===== src/rtl/arrow_pkg.sv =====
// Shared definitions for the PS/2 arrow-key decoder.
//  - SC_LEFT/SC_DOWN/SC_RIGHT/SC_UP : full 16-bit extended scancodes of the arrow keys
//  - dir_t : 2-bit direction code reported by the tracker (0=left, 1=down, 2=right, 3=up)
package arrow_pkg;

   localparam logic [15:0] SC_LEFT  = 16'hE06B;
   localparam logic [15:0] SC_DOWN  = 16'hE072;
   localparam logic [15:0] SC_RIGHT = 16'hE074;
   localparam logic [15:0] SC_UP    = 16'hE075;

   typedef enum logic [1:0] {
      DIR_LEFT  = 2'd0,
      DIR_DOWN  = 2'd1,
      DIR_RIGHT = 2'd2,
      DIR_UP    = 2'd3
   } dir_t;

endpackage


===== src/rtl/arrow_tracker.sv =====
// Records the most recent arrow key and counts clock edges on which an arrow was held.
// Ports:
//  - clk       : rising-edge clock
//  - reset     : asynchronous active-high clear of all registers
//  - left/down/right/up : one-hot arrow flags from the combinational decoder
//  - last_dir  : code of the most recent arrow (dir_t encoding)
//  - last_vld  : set once any arrow has been sampled since reset
//  - arrow_cnt : saturating count of edges with an arrow active
module arrow_tracker
   import arrow_pkg::*;
#(
   parameter int CNT_W = 16
) (
   input  logic             clk,
   input  logic             reset,
   input  logic             left,
   input  logic             down,
   input  logic             right,
   input  logic             up,
   output logic [1:0]       last_dir,
   output logic             last_vld,
   output logic [CNT_W-1:0] arrow_cnt
);

   logic arrow_seen;
   dir_t next_dir;
   dir_t dir_q;

   assign arrow_seen = left | down | right | up;

   // The flags are one-hot, so a simple priority chain yields the active direction;
   // left is the fall-through value and is only stored when arrow_seen is high.
   always_comb begin
      next_dir = DIR_LEFT;
      if (down) begin
         next_dir = DIR_DOWN;
      end else if (right) begin
         next_dir = DIR_RIGHT;
      end else if (up) begin
         next_dir = DIR_UP;
      end
   end

   // Registers update only on edges with an arrow present; the counter stops at all-ones
   // so a long key hold never wraps back to a small value.
   always_ff @(posedge clk or posedge reset) begin
      if (reset) begin
         dir_q     <= DIR_LEFT;
         last_vld  <= 1'b0;
         arrow_cnt <= '0;
      end else if (arrow_seen) begin
         dir_q    <= next_dir;
         last_vld <= 1'b1;
         if (arrow_cnt != {CNT_W{1'b1}}) begin
            arrow_cnt <= arrow_cnt + CNT_W'(1);
         end
      end
   end

   assign last_dir = dir_q;

endmodule


===== src/rtl/top_module_arrow_decoder.sv =====
// Decodes an assembled PS/2 extended scancode into one-hot arrow-key flags and tracks
// arrow activity for the keyboard status logic.
// Ports:
//  - clk, reset : clock and asynchronous active-high reset (reset affects tracker only)
//  - scancode   : 16-bit assembled scancode, may change at any time
//  - left/down/right/up : combinational exact-match flags, at most one high
//  - arrow_any  : OR of the four flags
//  - last_dir, last_vld, arrow_cnt : registered tracker outputs, one cycle behind scancode
module top_module_arrow_decoder
   import arrow_pkg::*;
#(
   parameter int CNT_W = 16
) (
   input  logic             clk,
   input  logic             reset,
   input  logic [15:0]      scancode,
   output logic             left,
   output logic             down,
   output logic             right,
   output logic             up,
   output logic             arrow_any,
   output logic [1:0]       last_dir,
   output logic             last_vld,
   output logic [CNT_W-1:0] arrow_cnt
);

   // Exact 16-bit compare; every flag starts at 0 so unmatched (or unknown) codes give
   // all-zero flags. The decode deliberately ignores reset.
   always_comb begin
      left  = 1'b0;
      down  = 1'b0;
      right = 1'b0;
      up    = 1'b0;
      case (scancode)
         SC_LEFT:  left  = 1'b1;
         SC_DOWN:  down  = 1'b1;
         SC_RIGHT: right = 1'b1;
         SC_UP:    up    = 1'b1;
         default:  ;
      endcase
   end

   assign arrow_any = left | down | right | up;

   arrow_tracker #(
      .CNT_W (CNT_W)
   ) u_tracker (
      .clk       (clk),
      .reset     (reset),
      .left      (left),
      .down      (down),
      .right     (right),
      .up        (up),
      .last_dir  (last_dir),
      .last_vld  (last_vld),
      .arrow_cnt (arrow_cnt)
   );

endmodule


===== config.mk =====
export PLATFORM = sky130hd
export DESIGN_NAME = top_module_arrow_decoder
export DESIGN_NICKNAME = d
export VERILOG_FILES = /design/src/rtl/arrow_pkg.sv /design/src/rtl/arrow_tracker.sv /design/src/rtl/top_module_arrow_decoder.sv
export SDC_FILE = /design/constraint.sdc
export NUM_CORES = 1
export LEC_CHECK = 0
export ABC_AREA = 1
export CORE_AREA = 2 2 57 59
export CTS_CLUSTER_DIAMETER = 120
export DETAILED_ROUTE_END_ITERATION = 12
export DIE_AREA = 0 0 59 61
export PLACE_DENSITY_LB_ADDON = 0.05
export SLEW_MARGIN = 20
export SYNTH_ARGS = -nofsm -noshare
export SYNTH_HDL_FRONTEND = slang
export SYNTH_SLANG_ARGS = --single-unit

===== constraint.sdc =====
create_clock -name clk -period 2 [get_ports clk]
set_input_delay 0.2 -clock clk [delete_from_list [all_inputs] [get_ports clk]]
set_output_delay 0.2 -clock clk [all_outputs]
set_load 0.01 [all_outputs]

==> metrics <==
final worst path period share 92.01%; delay-heaviest family, CP buffers and inverters; P_sw ~0.00015 W; Final Skew between 10 and 15 ps; Core Region about 3000 um2; worst-margin pin slew 739.0 ps; post-synth cell types 22; DRC marker count from the first detailed-route iteration between 50 and 60; Clock Path Buffers 2; post-CTS setup buffer count 0; Die Y 61 um; CTS Buf Count 3; # nets final 275; gpl congestion 0.8717; setup TNS 0 ps; drt pass-1 iters 4; max_cap viols 0; number of global-route vias before repair 1340; first-pass GRT wire length 5.485 mm; CTS hold repair buffers 0; Final min period 1840 ps; Yosys top cell area share between 30% and 40%; post-synth top area cell dfrtp_1; kind of critical path in2out; Via density 4.927; layout cell share with drive strength beyond 1 10.20%; Port Buffer Count slightly above 40; Max IR drop VDD 0.2653 mV; initial antenna violation count 0; Cell Chain, Critical Path clkdlybuf4s50_1 -> inv_1 -> nand2_1 -> inv_1 -> nand2_1 -> nor2_1 -> nand2_1 -> inv_1 -> nor2_1 -> nand2_1 -> dlygate4sd2_1; slowest library cell on the worst path clkdlybuf4s50_1; #FFs+latches synth 19; Max Fanout on Critical Path 2; ANT cells 0; Critical Path AT 1640 ps; I/O Pins between 40 and 50; Post-Syn Area around 1300 um2; Die Area 3599 um2; drt total wl 3.380 mm; outcome completed; Avg Inst Size Synth 6.673 um2; Buf/Inv on CP 5; Clk pwr share approximately 30%; root buffer cell clkbuf_4; Clock Sinks 19; CP Capture Type output pin; combinational share of power 11.0%; RSZ-0062 raised after global routing no; Yosys warnings 0; critical path required time 1800 ps; Sw Ratio 22.57%; Slew headroom 50.68%; Setup WS pre-CTS -120.9 ps; Placed Instances 284; dpl hpwl 2.723 mm; vias 1419; Leak 1.025 nW; Initial Utilization 45.42%; ANT nets after route 0; Final setup viols 0; area grow syn2layout 41.79%; fin util 64.41%; gr usage total between 15 and 20%; WL per Instance around 12 um; H-tree Lvls 1; hold slack final 334.1 ps; Post-Syn Instances 201; pwr/cell area roughly 340 nW/um2; Finished Layout Cells roughly 290; f_max 543.4 MHz; most used cell, CP nand2_1; HP Class in2async; total congestion overflow 0; sequential area share after synthesis around 35%; Int Power around 0.0005 W; critical path startpoint category input port; die span in x 59 um; CTS tree yes; Final Hold Fails 0; Skew-Pair Late Insertion Delay 300 ps; largest cells by area after synthesis dfrtp_1, nand2_1, nand3_1, nor2_1, inv_1; CTS clk-pin slew, worst paths 110 ps; final worst slack 159.7 ps; portion of total power attributed to sequential cells between 50% and 60%; syn nets 220; Critical Path Max Stage Delay 480 ps; DR DRC count 0; largest net degree at the start of global routing 20; number of cell rows 20; fin. max-slew vios 0
[timing repair]
item | in CTS | in global routing
cloned | 0 | 0
endpoints found under the setup margin | 3 | 1
resized for setup | 4 | 5
[per-stage QoR]
step | power (W) | cell area (um2)
finish | 0.0006476 | 1902
global route | 0.0006711 | 1902
CTS | 0.0006528 | 1889
detailed placement | 0.0004620 | 1862
global placement | 0.0004601 | 1862
floorplan | 0.0004157 | 1341
[power by group through the flow]
stage,Sequential [W],Clock [W],Combinational (W)
6_report,0.000384,0.000192,0.0000713
5_1_grt,0.000385,0.000207,0.0000791
4_1_cts,0.000384,0.000197,0.0000712
3_5_place_dp,0.000392,0,0.0000700
3_3_place_gp,0.000392,0,0.0000681
2_1_floorplan,0.000392,0,0.0000237
[registers in the layout, summed over array words and instances (netlist names)]
signal               flops
u_tracker.arrow_cnt     16
u_tracker.last_dir       2
u_tracker.last_vld       1
[final timing paths]
check,from,end,slack [ps],depth (start not counted)
setup / recovery,scancode[2],arrow_any,160,11
hold / removal,reset,u_tracker.arrow_cnt[4],330,2
setup reg to reg,u_tracker.arrow_cnt[0],u_tracker.arrow_cnt[1],250,8
hold reg to reg,u_tracker.last_vld,u_tracker.last_vld,470,1
max in group asynchronous,reset,u_tracker.arrow_cnt[0],1200,2
min in group clk,u_tracker.last_vld,u_tracker.last_vld,470,1
[kinds of logic (layout without fill, tap and decap cells)]
family,count (synthesis),after routing,share of synthesized area (%)
DFF,19,19,35.45
xor gates and xnor gates,11,11,7.183
AOI/OAI and AO/OA,1,1,0.3728
buffers and inverters,27,81,8.302
adders and majority gates,1,1,0.9327
and+or+nand+nor,142,142,47.76
[final cells by class]
cell class	count	area, um2
sequential	19	475.5
tap	33	41.29
multi-input combinational	155	767.0
fill	277	1051
inverter	24	90.09
clock buffer	4	26.28
timing repair buffer	53	501.7
[layer usage]
metal / routed length [um] / share of wire [%] / GRT usage (%)
met1: 1404 / 42 / 21.97
met2: 1768 / 52 / 39.21
met3: 165 / 4.9 / 2.132
met4: 42 / 1.2 / 7.468
met5: 0 / 0 / 0
[cell usage after synthesis (all sizes together)]
master  instances
nand2          78
nor2           30
inv            24
nand3          23
dfrtp          19
xor2            6
xnor2           5
nand3b          4
nor3            4
buf             3
nand4           2
a21oi           1
ha              1
or2             1
[layout by cell type (no fill, tap or decap)]
cell type,instances
nand3b_4,1
inv_1,24
dfrtp_1,19
nand4_2,1
nor3_1,3
nand3b_1,3
nor2_4,2
dlygate4sd2_1,3
a21oi_1,1
clkdlybuf4s50_1,36
nand4_1,1
xnor2_1,5
clkbuf_4,3
nor3_2,1
clkbuf_1,1
nand3_1,21
nand2_1,77
ha_1,1
dlymetal6s2s_1,2
xor2_1,6
buf_4,12
nand2_4,1
or2_1,1
nand3_2,2
nor2_1,25
nor2_2,3
Power figures use the tool's default switching activity.
